**src/rtl/fetch_queue_if.sv**
```systemverilog
// Fetch-to-decode handshake bundle for fetch_queue: push side, head outputs and control.
interface fetch_queue_if #(
    parameter int unsigned DATA_W = 32,
    parameter int unsigned PTR_W  = 2
);
    logic              FLUSH;
    logic              STALL;
    logic              Valid_IF;
    logic [DATA_W-1:0] Instr1_IF;
    logic [31:0]       Instr_PC_IF;
    logic [31:0]       Instr_PC_Plus4_IF;
    logic              Ready_IF;
    logic              Valid_OUT;
    logic [DATA_W-1:0] Instr1_OUT;
    logic [31:0]       Instr_PC_OUT;
    logic [31:0]       Instr_PC_Plus4;
    logic [PTR_W:0]    Count_OUT;
    logic              Overflow_OUT;

    modport master (
        output FLUSH, STALL, Valid_IF, Instr1_IF, Instr_PC_IF, Instr_PC_Plus4_IF,
        input  Ready_IF, Valid_OUT, Instr1_OUT, Instr_PC_OUT, Instr_PC_Plus4,
               Count_OUT, Overflow_OUT
    );

    modport slave (
        input  FLUSH, STALL, Valid_IF, Instr1_IF, Instr_PC_IF, Instr_PC_Plus4_IF,
        output Ready_IF, Valid_OUT, Instr1_OUT, Instr_PC_OUT, Instr_PC_Plus4,
               Count_OUT, Overflow_OUT
    );
endinterface

```
**src/rtl/fetch_queue.sv**
```systemverilog
// Circular instruction queue between fetch and decode with flush, stall and drop reporting.
module fetch_queue #(
    parameter int unsigned DATA_W = 32,
    parameter int unsigned DEPTH  = 4,
    parameter int unsigned PTR_W  = $clog2(DEPTH)
) (
    input  logic          CLK,
    input  logic          RESET,
    fetch_queue_if.slave  bus
);
    localparam logic [PTR_W:0] DEPTH_CNT = (PTR_W+1)'(DEPTH);

    typedef struct packed {
        logic [DATA_W-1:0] instr;
        logic [31:0]       pc;
        logic [31:0]       pc_plus4;
    } entry_t;

    entry_t           mem_q [DEPTH];
    entry_t           head;
    logic [PTR_W-1:0] wr_ptr_q, wr_ptr_d;
    logic [PTR_W-1:0] rd_ptr_q, rd_ptr_d;
    logic [PTR_W:0]   count_q, count_d;
    logic             ovf_q, ovf_d;
    logic             ready_c, valid_c, push_c, pop_c;

    // Occupancy-derived handshake and next-state of pointers/count
    always_comb begin
        ready_c  = (count_q < DEPTH_CNT);
        valid_c  = (count_q != '0);
        push_c   = bus.Valid_IF && ready_c && !bus.FLUSH;
        pop_c    = valid_c && !bus.STALL && !bus.FLUSH;
        wr_ptr_d = wr_ptr_q;
        rd_ptr_d = rd_ptr_q;
        count_d  = count_q;
        ovf_d    = bus.Valid_IF && !ready_c && !bus.FLUSH;
        if (bus.FLUSH) begin
            wr_ptr_d = '0;
            rd_ptr_d = '0;
            count_d  = '0;
        end else begin
            if (push_c) wr_ptr_d = wr_ptr_q + PTR_W'(1);
            if (pop_c)  rd_ptr_d = rd_ptr_q + PTR_W'(1);
            if (push_c && !pop_c)      count_d = count_q + (PTR_W+1)'(1);
            else if (pop_c && !push_c) count_d = count_q - (PTR_W+1)'(1);
        end
    end

    always_ff @(posedge CLK or posedge RESET) begin
        if (RESET) begin
            wr_ptr_q <= '0;
            rd_ptr_q <= '0;
            count_q  <= '0;
            ovf_q    <= 1'b0;
        end else begin
            wr_ptr_q <= wr_ptr_d;
            rd_ptr_q <= rd_ptr_d;
            count_q  <= count_d;
            ovf_q    <= ovf_d;
        end
    end

    // Storage is never reset; the output mux hides it whenever the queue is empty
    always_ff @(posedge CLK) begin
        if (push_c) begin
            mem_q[wr_ptr_q] <= '{instr: bus.Instr1_IF, pc: bus.Instr_PC_IF,
                                 pc_plus4: bus.Instr_PC_Plus4_IF};
        end
    end

    always_comb begin
        head = '0;
        if (valid_c) head = mem_q[rd_ptr_q];
    end

    assign bus.Ready_IF       = ready_c;
    assign bus.Valid_OUT      = valid_c;
    assign bus.Instr1_OUT     = head.instr;
    assign bus.Instr_PC_OUT   = head.pc;
    assign bus.Instr_PC_Plus4 = head.pc_plus4;
    assign bus.Count_OUT      = count_q;
    assign bus.Overflow_OUT   = ovf_q;
endmodule

```
**src/flat_wrapper.sv**
```systemverilog
// flat-port wrapper written by rule: the top's interface ports become plain ports
module fetch_queue_flat 
#(
    parameter int unsigned DATA_W = 32,
    parameter int unsigned DEPTH  = 4,
    parameter int unsigned PTR_W  = $clog2(DEPTH)
)
  (CLK, RESET, bus_FLUSH, bus_STALL, bus_Valid_IF, bus_Instr1_IF, bus_Instr_PC_IF, bus_Instr_PC_Plus4_IF, bus_Ready_IF, bus_Valid_OUT, bus_Instr1_OUT, bus_Instr_PC_OUT, bus_Instr_PC_Plus4, bus_Count_OUT, bus_Overflow_OUT);
  fetch_queue_if #(.DATA_W(DATA_W), .PTR_W(PTR_W)) bus_i ();
  input  logic CLK;
  input  logic RESET;
  input wire logic [$bits(bus_i.FLUSH)-1:0] bus_FLUSH;
  input wire logic [$bits(bus_i.STALL)-1:0] bus_STALL;
  input wire logic [$bits(bus_i.Valid_IF)-1:0] bus_Valid_IF;
  input wire logic [$bits(bus_i.Instr1_IF)-1:0] bus_Instr1_IF;
  input wire logic [$bits(bus_i.Instr_PC_IF)-1:0] bus_Instr_PC_IF;
  input wire logic [$bits(bus_i.Instr_PC_Plus4_IF)-1:0] bus_Instr_PC_Plus4_IF;
  output wire logic [$bits(bus_i.Ready_IF)-1:0] bus_Ready_IF;
  output wire logic [$bits(bus_i.Valid_OUT)-1:0] bus_Valid_OUT;
  output wire logic [$bits(bus_i.Instr1_OUT)-1:0] bus_Instr1_OUT;
  output wire logic [$bits(bus_i.Instr_PC_OUT)-1:0] bus_Instr_PC_OUT;
  output wire logic [$bits(bus_i.Instr_PC_Plus4)-1:0] bus_Instr_PC_Plus4;
  output wire logic [$bits(bus_i.Count_OUT)-1:0] bus_Count_OUT;
  output wire logic [$bits(bus_i.Overflow_OUT)-1:0] bus_Overflow_OUT;
  assign bus_i.FLUSH = bus_FLUSH;
  assign bus_i.STALL = bus_STALL;
  assign bus_i.Valid_IF = bus_Valid_IF;
  assign bus_i.Instr1_IF = bus_Instr1_IF;
  assign bus_i.Instr_PC_IF = bus_Instr_PC_IF;
  assign bus_i.Instr_PC_Plus4_IF = bus_Instr_PC_Plus4_IF;
  assign bus_Ready_IF = bus_i.Ready_IF;
  assign bus_Valid_OUT = bus_i.Valid_OUT;
  assign bus_Instr1_OUT = bus_i.Instr1_OUT;
  assign bus_Instr_PC_OUT = bus_i.Instr_PC_OUT;
  assign bus_Instr_PC_Plus4 = bus_i.Instr_PC_Plus4;
  assign bus_Count_OUT = bus_i.Count_OUT;
  assign bus_Overflow_OUT = bus_i.Overflow_OUT;
  fetch_queue #(.DATA_W(DATA_W), .DEPTH(DEPTH), .PTR_W(PTR_W)) u_core (.CLK(CLK), .RESET(RESET), .bus(bus_i));
endmodule
```
**config.mk**
```make
export PLATFORM = sky130hd
export DESIGN_NAME = fetch_queue_flat
export DESIGN_NICKNAME = d
export VERILOG_FILES = /design/src/rtl/fetch_queue_if.sv /design/src/rtl/fetch_queue.sv /design/src/flat_wrapper.sv
export SDC_FILE = /design/constraint.sdc
export NUM_CORES = 1
export LEC_CHECK = 0
export ABC_AREA = 1
export ABC_CLOCK_PERIOD_IN_PS = 6000
export CORE_ASPECT_RATIO = 0.6
export CORE_MARGIN = 1.5
export CORE_UTILIZATION = 55
export DETAILED_ROUTE_END_ITERATION = 16
export GPL_TIMING_DRIVEN = 1
export PLACE_DENSITY = 0.8
export SLEW_MARGIN = 0
export SYNTH_ARGS = -nofsm -noshare
export SYNTH_HDL_FRONTEND = slang
export SYNTH_SLANG_ARGS = --single-unit
export TNS_END_PERCENT = 20
```
**constraint.sdc**
```tcl
create_clock -name CLK -period 6 [get_ports CLK]
set_clock_uncertainty 0.1 [all_clocks]
set_input_delay 0.9 -clock CLK [delete_from_list [all_inputs] [get_ports CLK]]
set_output_delay 0.9 -clock CLK [all_outputs]
set_load 0.01 [all_outputs]
```
==> results of run 1 <==
## cells in the final DEF, fill, tap and decap left out, drive strengths merged, types with 4 or more instances in the layout
| cell type | count |
|---|---|
| a21oi | 99 |
| buf | 15 |
| clkbuf | 47 |
| clkdlybuf4s50 | 202 |
| clkinv | 13 |
| dfrtp | 8 |
| edfxtp | 384 |
| ha | 4 |
| inv | 16 |
| nand2 | 13 |
| nand3 | 4 |
| nor2 | 393 |
| o21ai | 197 |
## registers in the layout, indices dropped and copies added (netlist names)
register,flops
u_core.bus.Count_OUT,3
u_core.mem_q,384
u_core.wr_ptr_q,2
u_core.bus.Overflow_OUT,1
u_core.rd_ptr_q,2
## area by class of cell
| cell class | count | area (sq um) |
|---|---|---|
| Antenna cell | 1 | 2.502 |
| Clock buffer | 47 | 963.4 |
| Clock inverter | 12 | 56.30 |
| Fill cell | 1886 | 8961 |
| Inverter | 17 | 68.82 |
| Multi-Input combinational cell | 713 | 3158 |
| Sequential cell | 392 | 11740 |
| Tap cell | 367 | 459.2 |
| Timing Repair Buffer | 217 | 2172 |
## layer usage
metal | up-vias | GRT usage | part of all wire
met5 | - | 0 | 0.00079
met4 | 4 | 0.06697 | 0.018
met3 | 55 | 0.05885 | 0.089
met2 | 407 | 0.3613 | 0.46
met1 | 4842 | 0.3480 | 0.43
li1 | 4594 | - | -
## kinds of logic after synthesis
logic type,Yosys count
flip-flops,392
AO/OA/AOI/OAI,296
AND/OR/NAND/NOR,412
adder cells (fa/ha/maj),5
buffers and inverters,91
## final timing paths
path                       cells past startpoint                                start                                end
max reg2reg                                    6  u_core.bus.Count_OUT[2]$_DFFE_PP0P_      u_core.mem_q[1][73]$_DFFE_PP_
max in group asynchronous                      2                                RESET     u_core.rd_ptr_q[1]$_DFFE_PP0P_
min                                            2  u_core.bus.Count_OUT[2]$_DFFE_PP0P_  u_core.bus.Overflow_OUT$_DFF_PP0_
min reg2reg                                    2  u_core.bus.Count_OUT[2]$_DFFE_PP0P_  u_core.bus.Overflow_OUT$_DFF_PP0_
min in group asynchronous                      2                                RESET  u_core.bus.Overflow_OUT$_DFF_PP0_
max                                            6       u_core.rd_ptr_q[1]$_DFFE_PP0P_                  bus_Instr1_OUT[9]
## worst max-delay path, stage by stage, from the launching register on
cell and delay, ns:
dfrtp_4 0.41, clkinv_2 0.71, buf_4 0.61, nor2_1 0.16, o21ai_1 0.07, a21oi_1 0.26, clkdlybuf4s50_1 0.59
## where the power goes
| group | switching [uW] | total (uW) | internal (uW) | leakage [uW] |
|---|---|---|---|---|
| Sequential | 70.0 | 3240 | 3170 | 0.00359 |
| Clock | 931 | 2060 | 1130 | 0.000498 |
| Combinational | 1360 | 2390 | 1020 | 0.00213 |
## per-stage QoR
step                total power (uW)  hold slack, ns
floorplan                       4561          0.4655
global placement                5651          0.4387
detailed placement              5682          0.4561
CTS                             7738          0.4639
global route                    8035          0.4931
finish                          7686          0.4710
==> results.ini, run 1 <==
[yosys]
synth_top_family_by_area = simple AND/OR/NAND/NOR gates
yosysSeqAreaShare = 0.7609
synth_compound_area_frac = 0.09608
netlist_area_sq_um = 15420
synthDistinctLibCells = 23
synth_seq_cells = 392
yosys_warnings = 0
synth_xor_area_frac = 0
synth_most_common_cell = nor2_1
synthFlopType = edfxtp_1
synthMuxAreaShare = 0
yosys.area.top_type = edfxtp_1
synth_top_area_share = 0.7479
syn_nets = 1302
syn-instance-count = 1196
synth.top_cells.by_count = nor2_1 (392), edfxtp_1 (384), o21ai_1 (102), a21oi_1 (99), o21ai_0 (95)
synthSimpleGateAreaFrac = 0.1022
synth_edf_count = 384
synthArstFlopShare = 0.02041
synth.area.top_cells = edfxtp_1 (75%), nor2_1 (9.5%), o21ai_1 (3.3%), a21oi_1 (3.2%), o21ai_0 (3.1%)
avgSynthCellArea_sq_um = 12.89
synth_fa_ha_area_frac = 0.004544

[placed_design]
gp_congestion = 0.8102
placed_area_sq_um = 17600
hpwlAfterDp_um = 19180
place_ws_ns = 2.218
dp_cells = 1706
portBuffers = 202

[clock_network]
cts-root-buf = clkbuf_16
clk_path_buf_depth = 3
cts_sinks = 392
postCtsResizedCells = 0
post_cts_buffers = 0
cts_made_buffers = 36
ctsHoldBuffers = 0
cts_tree = built
htree_num_levels = 2
clk_pin_slew_ns = 0.06
worstSkewPairLatency_ns = 0.52

[sta]
maxSlewHeadroom = 0.3057
worstMarginPinSlew_ns = 1.039
period_needed_ns = 4.374
fmax_mhz = 228.6
hold_viol = 0
timing.final.crit_share = 0.7291
setup_violations = 0
worst_slack_ns = 1.626
setup_tns_ns = 0
rsz0062_at_grt = false
finalMaxSlewViolations = 0

[power_and_ir_drop]
max-vdd-ir-drop_uv = 308.9
leakagePower_uw = 0.006213
power_density_nw_per_um2 = 412.8

[grt]
antenna_found_initial = 4
gr-usage-all-layers = 0.2387
grt_pass1_vias = 9531
grt_max_degree = 106
grt_pass1_wl_um = 52890
gr-total-overflow = 0

[detailed_routing]
vias = 9902
drc = 0
drt.antenna.violating_nets = 0
wl_per_cell_um = 19.45
drt_iter0_drc = 1072
wirelength_um = 34360
dr.pass1.iters = 5
vias_per_cell = 5.607

[critical_path]
cp-end-kind = primary output
arrival_ns = 3.37
worstSetupPathType = flop to primary output
crit_fanout = 54
rrSetupSlack_ns = 3.31
required_ns = 5.00
cp-start-kind = flop

[cells_and_area]
syn2layout_area_growth_pct = 20.76
final_util = 0.6751
fin_area_sq_um = 18620
nets = 1483
drive_gt1_frac = 0.05007
final-instance-count-excl-fill = 1766

[floorplanning]
coreArea_sq_um = 27580
rows = 47
design.die.area_sq_um = 29080
fp.dieW_um = 219.2
io_pins = 203
start_util = 0.5590
die_h_um = 132.7

[min_path]
hp-class = flop to flop

[run]
maxCapViolCount = 0

[outcome]
status = finished, final reports clean

(Power assumes the default switching activity.)
==> run 2, diff against run 1 <==
ABC_CLOCK_PERIOD_IN_PS = 3600   (was 6000)
CORE_UTILIZATION = 50   (was 55)
PLACE_DENSITY = 0.76   (was 0.8)
clock period = 3.6 ns   (was 6 ns; I/O delays follow)
==> run 2 against run 1 <==
Sequential power grew 66%. Highest routed layer unchanged. Cell count grew 3.2%. Setup slack lost 1.5 ns.
==> results.ini, run 2 (synthesis gave the netlist of run 1 again) <==
[grt]
antenna_found_initial = 3  ; was 4
grt_max_degree = 97  ; was 106
gr-usage-all-layers = 0.2152  ; was 0.2387
gr-total-overflow = 0  ; unchanged
grt_pass1_wl_um = 53330  ; was 52,890 um
grt_pass1_vias = 9424  ; was 9,531

[power_and_ir_drop]
p_seq_frac = 0.417  ; was 0.421
switching_share = 0.3066  ; was 0.3079
switchingPower_uw = 3960  ; was 2366 uW
pwr-share-comb = 0.317  ; was 0.311
leakagePower_uw = 0.006326  ; was 0.006213 uW
power_density_nw_per_um2 = 682.0  ; was 412.8 nW/um^2
pwr-share-clk = 0.266  ; was 0.268
p_int_uw = 8955  ; was 5320 uW
max-vdd-ir-drop_uv = 454.6  ; was 308.9 uV

[sta]
period_needed_ns = 3.491
fmax_mhz = 286.4
hold_viol = 0  ; unchanged
timing.final.crit_share = 0.9698
maxSlewHeadroom = 0.5473  ; was 0.3057
setup_violations = 0  ; unchanged
worstMarginPinSlew_ns = 0.6790  ; was 1.039 ns
rsz0062_at_grt = false  ; unchanged
finalMaxSlewViolations = 0  ; unchanged
setup_tns_ns = 0  ; unchanged

[detailed_routing]
wl_per_cell_um = 19.15  ; was 19.45 um
vias_per_cell = 5.408  ; was 5.607
drt_iter0_drc = 1100  ; was 1,072
dr.pass1.iters = 7  ; was 5
drt.antenna.violating_nets = 0  ; unchanged
wirelength_um = 34890  ; was 34,360 um
vias = 9854  ; was 9,902
drc = 0  ; unchanged

[critical_path]
arrival_ns = 2.85  ; was 3.37 ns
crit_fanout = 54  ; unchanged
cp-end-kind = primary output  ; unchanged
cp-start-kind = flop  ; unchanged
rrSetupSlack_ns = 1.36  ; was 3.31 ns
worstSetupPathType = flop to primary output  ; unchanged
required_ns = 2.96  ; was 5.00 ns

[clock_network]
cts-root-buf = clkbuf_16  ; unchanged
cts_sinks = 392  ; unchanged
cts_tree = built  ; unchanged
post_cts_buffers = 0  ; unchanged
clk_pin_slew_ns = 0.06  ; about the same
worstSkewPairLatency_ns = 0.51  ; was 0.52 ns
cts_made_buffers = 37  ; was 36
htree_num_levels = 2  ; unchanged
clk_path_buf_depth = 3  ; unchanged

[placed_design]
dp_cells = 1760  ; was 1,706
gp_congestion = 0.7976  ; was 0.8102
portBuffers = 202  ; unchanged
hpwlAfterDp_um = 19840  ; was 19,180 um

[cells_and_area]
drive_gt1_frac = 0.06086  ; was 0.05007
mostFrequentLayoutCell = nor2_1  ; unchanged
regMostFlops = u_core.mem_q  ; unchanged
final_cell_mix = nor2_1 (388), edfxtp_1 (384), clkdlybuf4s50_1 (202), o21ai_1 (102), a21oi_1 (99)  ; unchanged
syn2layout_area_growth_pct = 22.81  ; was 20.76%
nets = 1497  ; was 1,483
largest_register_ffs = 384  ; unchanged
final-instance-count-excl-fill = 1822  ; was 1,766

[floorplanning]
coreArea_sq_um = 30160  ; was 27,580 sq um
die_h_um = 139.0  ; was 132.7 um
design.die.area_sq_um = 31930  ; was 29,080 sq um
start_util = 0.5112  ; was 0.5590
fp.dieW_um = 229.7  ; was 219.2 um
io_pins = 203  ; unchanged
rows = 49  ; was 47

[outcome]
status = finished, final reports clean  ; unchanged

[min_path]
hp-class = primary input to async pin  ; was flop to flop

[run]
maxCapViolCount = 0  ; unchanged

run 2: final timing paths:
| path | startpoint | end | cells past startpoint |
|---|---|---|---|
| max reg2reg | u_core.bus.Count_OUT[2]$_DFFE_PP0P_ | u_core.mem_q[1][1]$_DFFE_PP_ | 6 |
| max | u_core.rd_ptr_q[1]$_DFFE_PP0P_ | bus_Instr1_OUT[9] | 6 |
| max in group asynchronous | RESET | u_core.rd_ptr_q[1]$_DFFE_PP0P_ | 2 |
| min | RESET | u_core.bus.Overflow_OUT$_DFF_PP0_ | 2 |
| min in group CLK | u_core.bus.Count_OUT[2]$_DFFE_PP0P_ | u_core.bus.Overflow_OUT$_DFF_PP0_ | 2 |
| min reg2reg | u_core.bus.Count_OUT[2]$_DFFE_PP0P_ | u_core.bus.Overflow_OUT$_DFF_PP0_ | 2 |
run 2: through the flow:
stage / worst slack, ns / cell area [sq um] / util / hold slack [ns] / total power, uW
after floorplan: -0.3254 / 15430 / - / 0.2557 / 7589
after detailed placement: 0.5154 / 17880 / 0.5929 / 0.4677 / 9554
after global placement: 0.5809 / 17880 / 0.5929 / 0.4535 / 9504
final: 0.1087 / 18940 / 0.6278 / 0.2125 / 12910
after CTS: 0.04781 / 18920 / 0.6273 / 0.2048 / 12990
after global routing: 0.004609 / 18940 / 0.6278 / 0.2379 / 13510
run 2: timing repair:
item | in CTS | in global routing
setup endpoints to repair | 3 | 7
hold buffers | 0 | 0
gates resized for setup | 1 | 3
run 2: cell type report:
| type | count | area [sq um] |
|---|---|---|
| diodes | 1 | 2.502 |
| clock buffers | 44 | 952.2 |
| clock inverters | 17 | 81.33 |
| fillers | 2250 | 11230 |
| inverters | 17 | 70.07 |
| multi-input cells | 713 | 3158 |
| flip-flops and latches | 392 | 11740 |
| well taps | 408 | 510.5 |
| repair buffers | 230 | 2422 |
run 2: metal layers:
| layer | wire length [um] | track usage |
|---|---|---|
| met5 | 27 | 0 |
| met4 | 444 | 0.04644 |
| met3 | 2924 | 0.04605 |
| met2 | 16040 | 0.3284 |
| met1 | 15450 | 0.3208 |
run 2: power groups by stage:
stage / clock (uW) / sequential [uW] / combinational [uW]
2_1_floorplan: 0 / 5450 / 2140
3_3_place_gp: 0 / 5470 / 4040
3_5_place_dp: 0 / 5480 / 4080
6_report: 3430 / 5380 / 4100
5_1_grt: 3670 / 5400 / 4440
4_1_cts: 3500 / 5380 / 4110
run 2: worst max-delay path: stages, from the launching register on:
cell and delay (ns):
dfrtp_4 0.48, buf_4 0.31, buf_6 0.31, nor2_1 0.17
o21ai_0 0.10, a21oi_1 0.30, clkdlybuf4s50_1 0.59
